[src/rtl/branch_jump_detect_pkg.sv]
// Shared definitions for branch_jump_detect: branch condition codes and
// the MEM-slot FSM state encoding.
package branch_jump_detect_pkg;

  localparam logic [2:0] F3_BEQ  = 3'b000;
  localparam logic [2:0] F3_BNE  = 3'b001;
  localparam logic [2:0] F3_BLT  = 3'b100;
  localparam logic [2:0] F3_BGE  = 3'b101;
  localparam logic [2:0] F3_BLTU = 3'b110;
  localparam logic [2:0] F3_BGEU = 3'b111;

  typedef enum logic [0:0] {
    IDLE    = 1'b0,
    RESOLVE = 1'b1
  } bj_state_t;

endpackage

[src/rtl/branch_jump_detect_cmp.sv]
// branch_cmp: combinational branch condition evaluator. Reserved funct3
// codes (010/011) evaluate to not-taken.
module branch_cmp
  import branch_jump_detect_pkg::*;
#(
  parameter int XLEN = 32
) (
  input  logic [2:0]      funct3,
  input  logic [XLEN-1:0] rs1,
  input  logic [XLEN-1:0] rs2,
  output logic            cond
);

  logic eq;
  logic lt_s;
  logic lt_u;

  assign eq   = (rs1 == rs2);
  assign lt_s = ($signed(rs1) < $signed(rs2));
  assign lt_u = (rs1 < rs2);

  // Select the comparison named by funct3.
  always_comb begin
    cond = 1'b0;
    case (funct3)
      F3_BEQ:  cond = eq;
      F3_BNE:  cond = !eq;
      F3_BLT:  cond = lt_s;
      F3_BGE:  cond = !lt_s;
      F3_BLTU: cond = lt_u;
      F3_BGEU: cond = !lt_u;
      default: cond = 1'b0;
    endcase
  end

endmodule

[src/rtl/branch_jump_detect.sv]
// branch_jump_detect: resolves branches, JAL and JALR in EX and holds the
// outcome in a one-entry MEM slot that drives fetch redirection and flush.
// Optional feature macro: BRANCH_STATS_EN adds saturating resolved/taken
// counters and their two output ports.
//
// state   | meaning
// IDLE    | no control instruction in MEM; EX may latch into the slot
// RESOLVE | slot holds a control instruction; redirect + flush asserted
module branch_jump_detect
  import branch_jump_detect_pkg::*;
#(
  parameter int XLEN = 32
) (
  input  logic            clk,
  input  logic            rst,
  input  logic            ex_valid,
  input  logic            ex_is_branch,
  input  logic            ex_is_jal,
  input  logic            ex_is_jalr,
  input  logic [2:0]      ex_funct3,
  input  logic [XLEN-1:0] ex_rs1_data,
  input  logic [XLEN-1:0] ex_rs2_data,
  input  logic [XLEN-1:0] ex_pc,
  input  logic [XLEN-1:0] ex_imm,
  input  logic            stall,
  output logic            branchjumpdetectout_mem_is_branch_jump,
  output logic            branchjumpdetectout_sel,
  output logic [XLEN-1:0] branchjumpdetectout_pc_addr1,
  output logic [XLEN-1:0] branchjumpdetectout_mem_pc_addr0,
  output logic            branchjumpdetectout_flush
`ifdef BRANCH_STATS_EN
  ,
  output logic [31:0]     branchjumpdetectout_branch_cnt,
  output logic [31:0]     branchjumpdetectout_taken_cnt
`endif
);

  localparam logic [XLEN-1:0] LSB_CLEAR = ~XLEN'(1);

  bj_state_t       state;
  bj_state_t       state_nx;
  logic            cond;
  logic            ex_ctrl;
  logic            ex_taken;
  logic            kill;
  logic            latch;
  logic [XLEN-1:0] ex_target;
  logic [XLEN-1:0] ex_fall;
  logic            slot_sel;
  logic [XLEN-1:0] slot_target;
  logic [XLEN-1:0] slot_fall;
  logic            is_bj;
  logic            flush;

  branch_cmp #(.XLEN(XLEN)) u_cmp (
    .funct3 (ex_funct3),
    .rs1    (ex_rs1_data),
    .rs2    (ex_rs2_data),
    .cond   (cond)
  );

  // EX decision: jumps are always taken; JALR target wins over JAL/branch.
  always_comb begin
    ex_ctrl  = ex_is_branch | ex_is_jal | ex_is_jalr;
    ex_taken = ex_is_jalr | ex_is_jal | (ex_is_branch & cond);
    ex_fall  = ex_pc + XLEN'(4);
    if (ex_is_jalr) ex_target = (ex_rs1_data + ex_imm) & LSB_CLEAR;
    else            ex_target = ex_pc + ex_imm;
  end

  // Anything in EX while RESOLVE is active is wrong-path and never latched.
  assign kill  = (state == RESOLVE);
  assign latch = (state == IDLE) & ex_valid & ex_ctrl & !kill & !stall;

  // FSM state register.
  always_ff @(posedge clk) begin
    if (rst) state <= IDLE;
    else     state <= state_nx;
  end

  // FSM next-state logic.
  always_comb begin
    state_nx = state;
    case (state)
      IDLE:    if (latch) state_nx = RESOLVE;
      RESOLVE: if (!stall) state_nx = IDLE;
      default: state_nx = IDLE;
    endcase
  end

  // FSM outputs: redirect and flush for every cycle spent in RESOLVE.
  always_comb begin
    is_bj = 1'b0;
    flush = 1'b0;
    if (state == RESOLVE) begin
      is_bj = 1'b1;
      flush = 1'b1;
    end
  end

  // MEM slot: only written on IDLE->RESOLVE, so it is stable through RESOLVE.
  always_ff @(posedge clk) begin
    if (rst) begin
      slot_sel    <= 1'b0;
      slot_target <= '0;
      slot_fall   <= '0;
    end else if (latch) begin
      slot_sel    <= ex_taken;
      slot_target <= ex_target;
      slot_fall   <= ex_fall;
    end
  end

  assign branchjumpdetectout_mem_is_branch_jump = is_bj;
  assign branchjumpdetectout_flush              = flush;
  assign branchjumpdetectout_sel                = slot_sel;
  assign branchjumpdetectout_pc_addr1           = slot_target;
  assign branchjumpdetectout_mem_pc_addr0       = slot_fall;

`ifdef BRANCH_STATS_EN
  logic [31:0] branch_cnt_q;
  logic [31:0] taken_cnt_q;

  // Saturating statistics, counted at the moment an instruction is latched.
  always_ff @(posedge clk) begin
    if (rst) begin
      branch_cnt_q <= '0;
      taken_cnt_q  <= '0;
    end else if (latch) begin
      if (branch_cnt_q != 32'hFFFF_FFFF) branch_cnt_q <= branch_cnt_q + 32'd1;
      if (ex_taken && taken_cnt_q != 32'hFFFF_FFFF) taken_cnt_q <= taken_cnt_q + 32'd1;
    end
  end

  assign branchjumpdetectout_branch_cnt = branch_cnt_q;
  assign branchjumpdetectout_taken_cnt  = taken_cnt_q;
`endif

endmodule

[config.mk]
export PLATFORM = sky130hd
export DESIGN_NAME = branch_jump_detect
export DESIGN_NICKNAME = d
export VERILOG_FILES = /design/src/rtl/branch_jump_detect_pkg.sv /design/src/rtl/branch_jump_detect_cmp.sv /design/src/rtl/branch_jump_detect.sv
export SDC_FILE = /design/constraint.sdc
export NUM_CORES = 1
export LEC_CHECK = 0
export ABC_AREA = 1
export CAP_MARGIN = 40
export CORE_ASPECT_RATIO = 1.2
export CORE_MARGIN = 4
export CORE_UTILIZATION = 48
export DETAILED_ROUTE_END_ITERATION = 6
export HOLD_SLACK_MARGIN = 0.1
export PLACE_DENSITY = 0.91
export SLEW_MARGIN = 20
export SYNTH_ARGS = -nofsm -noshare
export SYNTH_HDL_FRONTEND = slang
export SYNTH_HIERARCHICAL = 1
export SYNTH_SLANG_ARGS = --single-unit
[constraint.sdc]
create_clock -name clk -period 2.13 [get_ports clk]
set_clock_uncertainty 0.15 [all_clocks]
set_input_delay 0.3195 -clock clk [delete_from_list [all_inputs] [get_ports clk]]
set_output_delay 0.3195 -clock clk [all_outputs]
set_load 0.1 [all_outputs]
Yosys cells after proc, flatten, opt, wreduce, memory -nomap -nowiden
Cells that the tools add are included.
{ "word_totals": {"regBits": 66, "output_inout_bits": 67, "elab_cells": 37} }
{ "classes": {"n_addsub": 3, "order_cmp": 2, "n_eq_ne": 6, "n_mux": 6, "n_bitwise": 10, "n_reduce_logical": 6} }
{ "ops": {"columns": ["cell", "count"], "rows": [
  ["$add A32 B32 Y32", 2],
  ["$lt A32 B32 Y1", 2],
  ["$add A32 B3 Y32 const B", 1],
  ["$eq A32 B32 Y1", 1],
  ["$mux W32", 1],
  ["$eq A3 B3 Y1 const B", 4],
  ["$pmux W1 S6", 1],
  ["$and A1 B1 Y1", 5],
  ["$logic_not A1 Y1", 5],
  ["$or A1 B1 Y1", 4],
  ["$eq A3 B1 Y1 const B", 1],
  ["$logic_not A3 Y1", 1],
  ["$mux W1", 3],
  ["$pmux W1 S2", 1],
  ["$not A1 Y1", 1]
]} }

Logic depth before layout (Yosys ltp)
Gate-level depths: netlist of the first run.
{ "logic_depth": {"depth_word": 7, "ltp_mapped": 19, "ltp_nobuf": 19} }

By module
The synthesis of the first run kept the hierarchy.
{ "by_module_without_submodules": {"columns": ["mod", "n_inst", "cells_per_inst", "area_per_inst_um2", "seq_area_each_um2"], "rows": [
  ["branch_jump_detect", 1, 1542, 8272.9, 1321.3],
  ["branch_cmp", 1, 169, 993.5, 0.0]
]} }

Worst setup path before layout of the first run
Ideal clock, no wire load.
{ "synth_path": {"path_type": "register to register", "start": "register state, in the netlist kill", "end": "register slot_fall[22], in the netlist branchjumpdetectout_mem_pc_addr0[22]", "setup_ps": 118, "t_arrival_ps": 1811, "required_time_ps": 1862, "slack_ps": 51, "path_stages_with_launch": 8, "period_less_slack_ps": 2079, "path_cell_list": "dfxtp_1 > nor3b_1 > o21a_1 > buf_6 > buf_6 > buf_6 > o211ai_1 > inv_1"} }
{ "synth_between": {"elab_chain_len": 5, "word_cells_on_any_way": 6, "classes_between": "bitwise: 5; reduce/logical: 1"} }
{ "synth_rtl": {"columns": ["element", "line", "source"], "rows": [
  ["start: declaration", "branch_jump_detect.sv:40", "bj_state_t state;"],
  ["start signal: assignment", "branch_jump_detect.sv:78", "else state <= state_nx;"],
  ["$not A1 Y1", null, null],
  ["$and A1 B1 Y1 (2 in a row)", "branch_jump_detect.sv:73", "assign latch = (state == IDLE) & ex_valid & ex_ctrl & !kill & !stall;"],
  ["$and A1 B1 Y1 * (2 in a row)", "branch_jump_detect.sv:73", null],
  ["end signal: assignment", "branch_jump_detect.sv:110", "slot_fall <= ex_fall;"],
  ["end: declaration", "branch_jump_detect.sv:51", "logic [XLEN-1:0] slot_fall;"]
]} }
Every way passes the cells marked *; elsewhere a longest branch is shown, timed or not.
A chain may end at the register's enable or synchronous reset.

Worst setup path in the final report of the first run
{ "layout_path": {"start": "input ex_rs2_data[20]", "end": "register slot_sel, in the netlist branchjumpdetectout_sel"} }
{ "layout_between": {"elab_chain_len": 5, "word_cells_on_any_way": 9, "classes_between": "order compare: 2; eq/ne: 1; mux: 1; bitwise: 2; reduce/logical: 3"} }
{ "layout_rtl": {"columns": ["element", "line", "source"], "rows": [
  ["start: declaration", "branch_jump_detect.sv:22", "input logic [XLEN-1:0] ex_rs2_data,"],
  ["$lt A32 B32 Y1 (tied with other cells)", "branch_jump_detect_cmp.sv:20", "assign lt_u = (rs1 < rs2);"],
  ["$logic_not A1 Y1 (on tied branches)", "branch_jump_detect_cmp.sv:31, branch_jump_detect_cmp.sv:27, branch_jump_detect_cmp.sv:29", null],
  ["$pmux W1 S6 *", "branch_jump_detect_cmp.sv:25", "case (funct3)"],
  ["net cond", "branch_jump_detect.sv:42", "logic cond;"],
  ["$and A1 B1 Y1 *", "branch_jump_detect.sv:65", "ex_taken = ex_is_jalr | ex_is_jal | (ex_is_branch & cond);"],
  ["$or A1 B1 Y1 *", "branch_jump_detect.sv:65", null],
  ["end signal: assignment", "branch_jump_detect.sv:108", "slot_sel <= ex_taken;"],
  ["end: declaration", "branch_jump_detect.sv:49", "logic slot_sel;"]
]} }
The timed path passes the listed nets; every way through them passes the cells marked *.

==> results of run 1 <==
[worst max-delay path: stages]
cell           delay (ps)
dlygate4sd2_1         200
inv_2                  50
ha_4                  270
nand2_4                50
nor2_4                140
nand3_2               130
nor3b_4               300
nand2_4               100
nand2_4                80
nor2_1                 60
nor2_1                170
nand3_2               160
nor3_2                220
nor2_1                 50
[metal layers]
metal  vias to the layer above  part of all wire (%)
li1                       6138                     -
met1                      5786                    35
met2                       699                    49
met3                       222                   7.8
met4                         0                   7.5
met5                         -                     0
[cell usage in the layout (no fill, tap or decap), types with 16 or more instances in the layout]
cell type / netlist / final
buf_4: 1 / 282
o211ai_1: 18 / 18
nand3_1: 132 / 107
nor2_1: 190 / 163
dfxtp_1: 66 / 66
dlygate4sd2_1: 0 / 38
a21oi_1: 76 / 60
inv_2: 5 / 33
nand3b_1: 16 / 16
ha_4: 0 / 84
o21ai_0: 55 / 41
nand2_1: 569 / 516
nor2_2: 4 / 21
inv_1: 346 / 318
nand2_2: 3 / 47
nand3_2: 2 / 24
nand4_1: 18 / 18
dlymetal6s2s_1: 0 / 18
clkbuf_2: 1 / 49
[sequential cells by signal, indices dropped and copies added (netlist names)]
name and flops:
kill 1, branchjumpdetectout_pc_addr1 32, branchjumpdetectout_mem_pc_addr0 32, branchjumpdetectout_sel 1
[power groups by stage]
stage          combinational (uW)  sequential (uW)  clock (uW)
2_1_floorplan                1410             2040           0
3_3_place_gp                 3320             1410           0
3_5_place_dp                 3380             1410           0
4_1_cts                      3630             1380        1600
5_1_grt                      4220             1400        1650
6_report                     3940             1390        1590
[metrics by stage]
step / worst slack [ps] / power (uW) / TNS, ps / util, % / instances
after CTS: -24.7 / 6620 / -76.1 / 75.5 / 2374
final: -106 / 6920 / -106 / 77.7 / 2378
after detailed placement: -962 / 4790 / -22010 / 68.5 / 2356
after global placement: -992 / 4730 / -20790 / 68.5 / 2356
after floorplan: 50.8 / 3450 / 0 / - / 1711
after global routing: -104 / 7260 / -462 / 77.7 / 2378
[area by class of cell]
class	count	area [um^2]
fillers	1354	4210
clock inverters	6	66.3
well taps	256	320
inverters	351	1320
clock buffers	10	239
multi-input cells	1264	8130
repair buffers	425	3320
flip-flops and latches	66	1320
[repair_timing]
item | 4_1_cts | 5_1_grt
pin swaps | 89 | 77
resized for setup | 298 | 250
endpoints found under the setup margin | 28 | 42
hold buffers | 0 | 0
buffers inserted | 2 | 4
[cell families (layout without fill, tap and decap cells)]
group,after synthesis,count (layout),synth area share (%)
compound gates,166,166,9.88
xor+xnor,21,21,1.98
fa+ha+maj,96,96,13.1
buf+inv,381,792,16.0
flops,66,66,14.3
simple gates,981,981,44.7
[how the worst max path moves through the flow]
stage                    startpoint                                    to  depth (start not counted)
global route         ex_rs1_data[8]      branchjumpdetectout_pc_addr1[17]                         13
finish              ex_rs2_data[20]               branchjumpdetectout_sel                         14
floorplan                      kill  branchjumpdetectout_mem_pc_addr0[22]                          7
global placement         ex_imm[19]      branchjumpdetectout_pc_addr1[31]                         13
CTS                       ex_pc[15]      branchjumpdetectout_pc_addr1[27]                         13
detailed placement       ex_imm[19]      branchjumpdetectout_pc_addr1[31]                         13
==> out/results.tsv, run 1 <==
metric	value	unit
number of synthesized flops with an enable pin	0	
ANT nets after route	0	
number of port buffers	204	
status	finished with violations	
drt total wl	41300	um
CTS H-tree lvls	3	
Pint	3750	uW
Post-Syn Area	0.00927	mm^2
hold endpoint	branchjumpdetectout_mem_pc_addr0[0]	
Rows	55	
Hold Path Origin	ex_pc[0]	
gr busiest metal	met2	
Mapped Cells	1711	
CTS tree	built	
critical path class	primary input to register	
GP Congestion	1.01	
clock share of power	23.0	%
failing checks	setup timing	
Max IR drop VDD	0.000346	V
Yosys top cell by area	nand2_1	
GRT met3 Usage	4.16	%
vias post-DR	12800	
drt via density	5.40	
Final Slew Violations	0	
Initial DRC Count	982	
clock-pin slew on the worst setup and hold paths	60	ps
# IOs	205	
Rel. slew slack	68.9	%
total inserted antenna cells	0	
Area contributors post-synth	nand2_1 23%, dfxtp_1 14%, inv_1 14%	
DRC	0	
synth unique cells	48	
CTS root buf	clkbuf_16	
top-count cell post-synth	nand2_1	
TritonRoute pass-1 iters	6	
die area	0.0216	mm^2
Synth top cells by count	569 x nand2_1, 346 x inv_1, 190 x nor2_1, 132 x nand3_1, 94 x ha_1	
Reg2Reg Capture Point	branchjumpdetectout_pc_addr1[9]	
Post-DP Area	0.0130	mm^2
FF-to-FF setup slack	420	ps
Avg Inst Size Synth	5.42	um^2
Reg2Reg Depth	6	
clock buffer count from CTS	9	
CP required	2210	ps
M1 GR Usage	39.4	%
register bit total from synthesis	66	
final worst setup slack	-106	ps
Final min period	2240	ps
Tcrit/Tclk final	105	%
clk sink count	66	
share of layout cells above drive strength 1	30.3	%
Sw Ratio	45.8	%
Die Span Y	160	um
global-route usage over all layers	35.7	%
Power Density	470	mW/mm^2
Initial Utilization	49.0	%
WHS	256	ps
Arr. time, crit path	2320	ps
grt ovf	0	
Flop pwr share	20.0	%
Ys Warns	6	
global-route track usage on met2	64.9	%
Crit Path Max Fanout	3	
Finish-stage setup viols	1	
MaxCap Viol Count	0	
hold path cells	3	
nets@finish	2351	
Final Hold Vio Count	0	
Slew @ Worst Pin	467	ps
Worst Hold Class	primary input to register	
post-route cell area	0.0147	mm^2
global-route wire length before repair	61800	um
FFs w/ async S/R, synth	0	%
crit path capture type	register	
Area Overhead vs Synth	58.8	%
initial antenna violation count	0	
Worst R2R Start	kill	
largest net degree at the start of global routing	40	
max frequency	447	MHz
Die W	135	um
post-synth top area share	23.0	%
Max Buffers Root-to-Sink	2	
nature of the critical path startpoint	primary input	
static leakage	0.00817	uW
ys flop type	dfxtp_1	
vias in the first global route	12400	
Psw	3170	uW
Clk Latency, worst-skew pair	340	ps
combinational group share of total power	57.0	%
register area share after synthesis	14.3	%
DR WL/cell	17.4	um
RSZ-0062 raised after global routing	true	
Final HPWL DP	30800	um
syn nets	1945	
Core ar.	0.0189	mm^2
No activity file was read; power rests on OpenSTA's default activity.
==> run 2: changes to the inputs <==
--- a/config.mk
+++ b/config.mk
@@ -7,12 +7,12 @@
 export LEC_CHECK = 0
 export ABC_AREA = 1
 export CAP_MARGIN = 40
-export CORE_ASPECT_RATIO = 1.2
 export CORE_MARGIN = 4
 export CORE_UTILIZATION = 48
 export DETAILED_ROUTE_END_ITERATION = 6
 export HOLD_SLACK_MARGIN = 0.1
 export PLACE_DENSITY = 0.91
+export SETUP_SLACK_MARGIN = 0.3
 export SLEW_MARGIN = 20
 export SYNTH_ARGS = -nofsm -noshare
 export SYNTH_HDL_FRONTEND = slang
==> out/results.tsv, run 2 (synthesis results as in run 1) <==
metric	value	unit
Initial Utilization	49.2	%
Crit Path Max Fanout	3	
end of the critical path	branchjumpdetectout_sel	
Tcrit/Tclk final	97.7	%
Die W	147	um
status	finished with violations	
most frequent cells in the layout	409 x nand2_1, 293 x inv_1, 290 x buf_4	
post-route cell area	0.0158	mm^2
drt total wl	48600	um
vias post-DR	14100	
Arr. time, crit path	2170	ps
FILL cells	1091	
max frequency	481	MHz
CTS tree	built	
commonest non-fill, non-tap cell in the layout	nand2_1	
Worst Hold Class	primary input to register	
pre-CTS setup slack	-845	ps
MaxCap Viol Count	0	
die area	0.0216	mm^2
DR WL/cell	20.2	um
Max Buffers Root-to-Sink	2	
Sw Ratio	46.1	%
Reg2Reg Depth	6	
number of port buffers	204	
critical path class	primary input to register	
Final min period	2080	ps
Core ar.	0.0188	mm^2
Die Span Y	147	um
Final Slew Violations	0	
final worst setup slack	49.4	ps
crit path capture type	register	
clock buffer count from CTS	9	
grt ovf	0	
clock share of power	23.3	%
global-route wire length before repair	63200	um
Psw	3590	uW
global-route usage over all layers	35.8	%
Power Density	492	mW/mm^2
Area Overhead vs Synth	70.4	%
Initial DRC Count	1628	
clock-pin slew on the worst setup and hold paths	70	ps
Rows	50	
Slew @ Worst Pin	369	ps
static leakage	0.00835	uW
Finish-stage setup viols	0	
drt via density	5.89	
share of layout cells above drive strength 1	42.6	%
CTS H-tree lvls	3	
ANT nets after route	0	
total power	7780	uW
clk sink count	66	
CP required	2220	ps
TritonRoute pass-1 iters	7	
Pint	4190	uW
Post-DP Area	0.0132	mm^2
WHS	172	ps
total inserted antenna cells	0	
Worst R2R Start	kill	
critical path startpoint	ex_rs1_data[16]	
Final HPWL DP	30200	um
Max IR drop VDD	0.000381	V
RSZ-0062 raised after global routing	true	
DRC	10	
FF-to-FF setup slack	380	ps
GP Congestion	0.949	
failing checks	DRC	
initial antenna violation count	0	
Reg2Reg Capture Point	branchjumpdetectout_pc_addr1[4]	
# IOs	205	
vias in the first global route	12800	
Flop pwr share	17.8	%
Clk Latency, worst-skew pair	340	ps
CTS root buf	clkbuf_16	
Rel. slew slack	75.2	%
nature of the critical path startpoint	primary input	
nets@finish	2369	
Final Hold Vio Count	0	
fin util	83.9	%
largest net degree at the start of global routing	61	
combinational group share of total power	58.9	%
-- run 2: cell type report --
type	instances	area [um^2]	area share (%)
clock buffer	9	225	1.43
clock inverter	7	125	0.792
inverter	351	1350	8.55
multi-input combinational	1264	8990	56.9
sequential	66	1320	8.37
tap	260	325	2.06
timing repair buffer	443	3460	21.9
-- run 2: worst min path at each step --
| stage | startpoint | end | slack (ps) | cells past startpoint |
|---|---|---|---|---|
| floorplan | ex_pc[2] | branchjumpdetectout_mem_pc_addr0[2] | 260 | 1 |
| global placement | branchjumpdetectout_pc_addr1[0] | branchjumpdetectout_pc_addr1[0] | 310 | 2 |
| detailed placement | branchjumpdetectout_pc_addr1[0] | branchjumpdetectout_pc_addr1[0] | 310 | 2 |
| CTS | ex_pc[2] | branchjumpdetectout_mem_pc_addr0[2] | 300 | 3 |
| global route | ex_pc[2] | branchjumpdetectout_mem_pc_addr0[2] | 170 | 3 |
| finish | ex_pc[2] | branchjumpdetectout_mem_pc_addr0[2] | 170 | 3 |
-- run 2: power by group through the flow --
stage,clock network (uW),logic (uW),registers (uW)
after detailed placement,0,3420,1410
after CTS,1790,3840,1380
after global routing,1860,4780,1400
after floorplan,0,1460,2040
after global placement,0,3350,1410
final,1810,4580,1380
-- run 2: metrics by stage --
step                cells  setup TNS, ps
floorplan            1711              0
global placement     2349         -19360
detailed placement   2349         -21480
CTS                  2382              0
global route         2400              0
finish               2400              0
-- run 2: per-layer routing --
metal	vias up	GRT usage (%)	wire, um
met1	6383	41.8	16600
li1	6177	-	-
met4	0	16.8	4130
met5	-	0	0
met3	404	5.98	5470
met2	1178	63.8	22400
-- run 2: critical path, stage by stage --
cell and delay, ps:
buf_4 130, buf_6 120, ha_4 160, nand2_4 60
nand2_2 60, nand2_2 70, nand2_1 50, nand2_1 80
nand3_2 90, a21oi_4 220, nand2_2 110, nand2_2 110
nand2_1 100, nand2_1 120, nand3_4 130, nor3_2 170
nor2_1 60
-- run 2: repair_timing --
action                                 4_1_cts  5_1_grt
buffers inserted                            16       17
pin swaps                                  151      154
endpoints found under the hold margin        1        0
gates resized for setup                    687      341
cloned                                       0        1
setup endpoints to repair                   54       43
hold buffers                                 1        0
==> run 3: changes to the inputs <==
--- a/config.mk
+++ b/config.mk
@@ -9,6 +9,7 @@
 export CAP_MARGIN = 40
 export CORE_MARGIN = 4
 export CORE_UTILIZATION = 48
+export CTS_CLUSTER_DIAMETER = 100
 export DETAILED_ROUTE_END_ITERATION = 6
 export HOLD_SLACK_MARGIN = 0.1
 export PLACE_DENSITY = 0.91
==> results of run 3 <==
No change in the layout: final DEF, timing and power equal those of run 2.
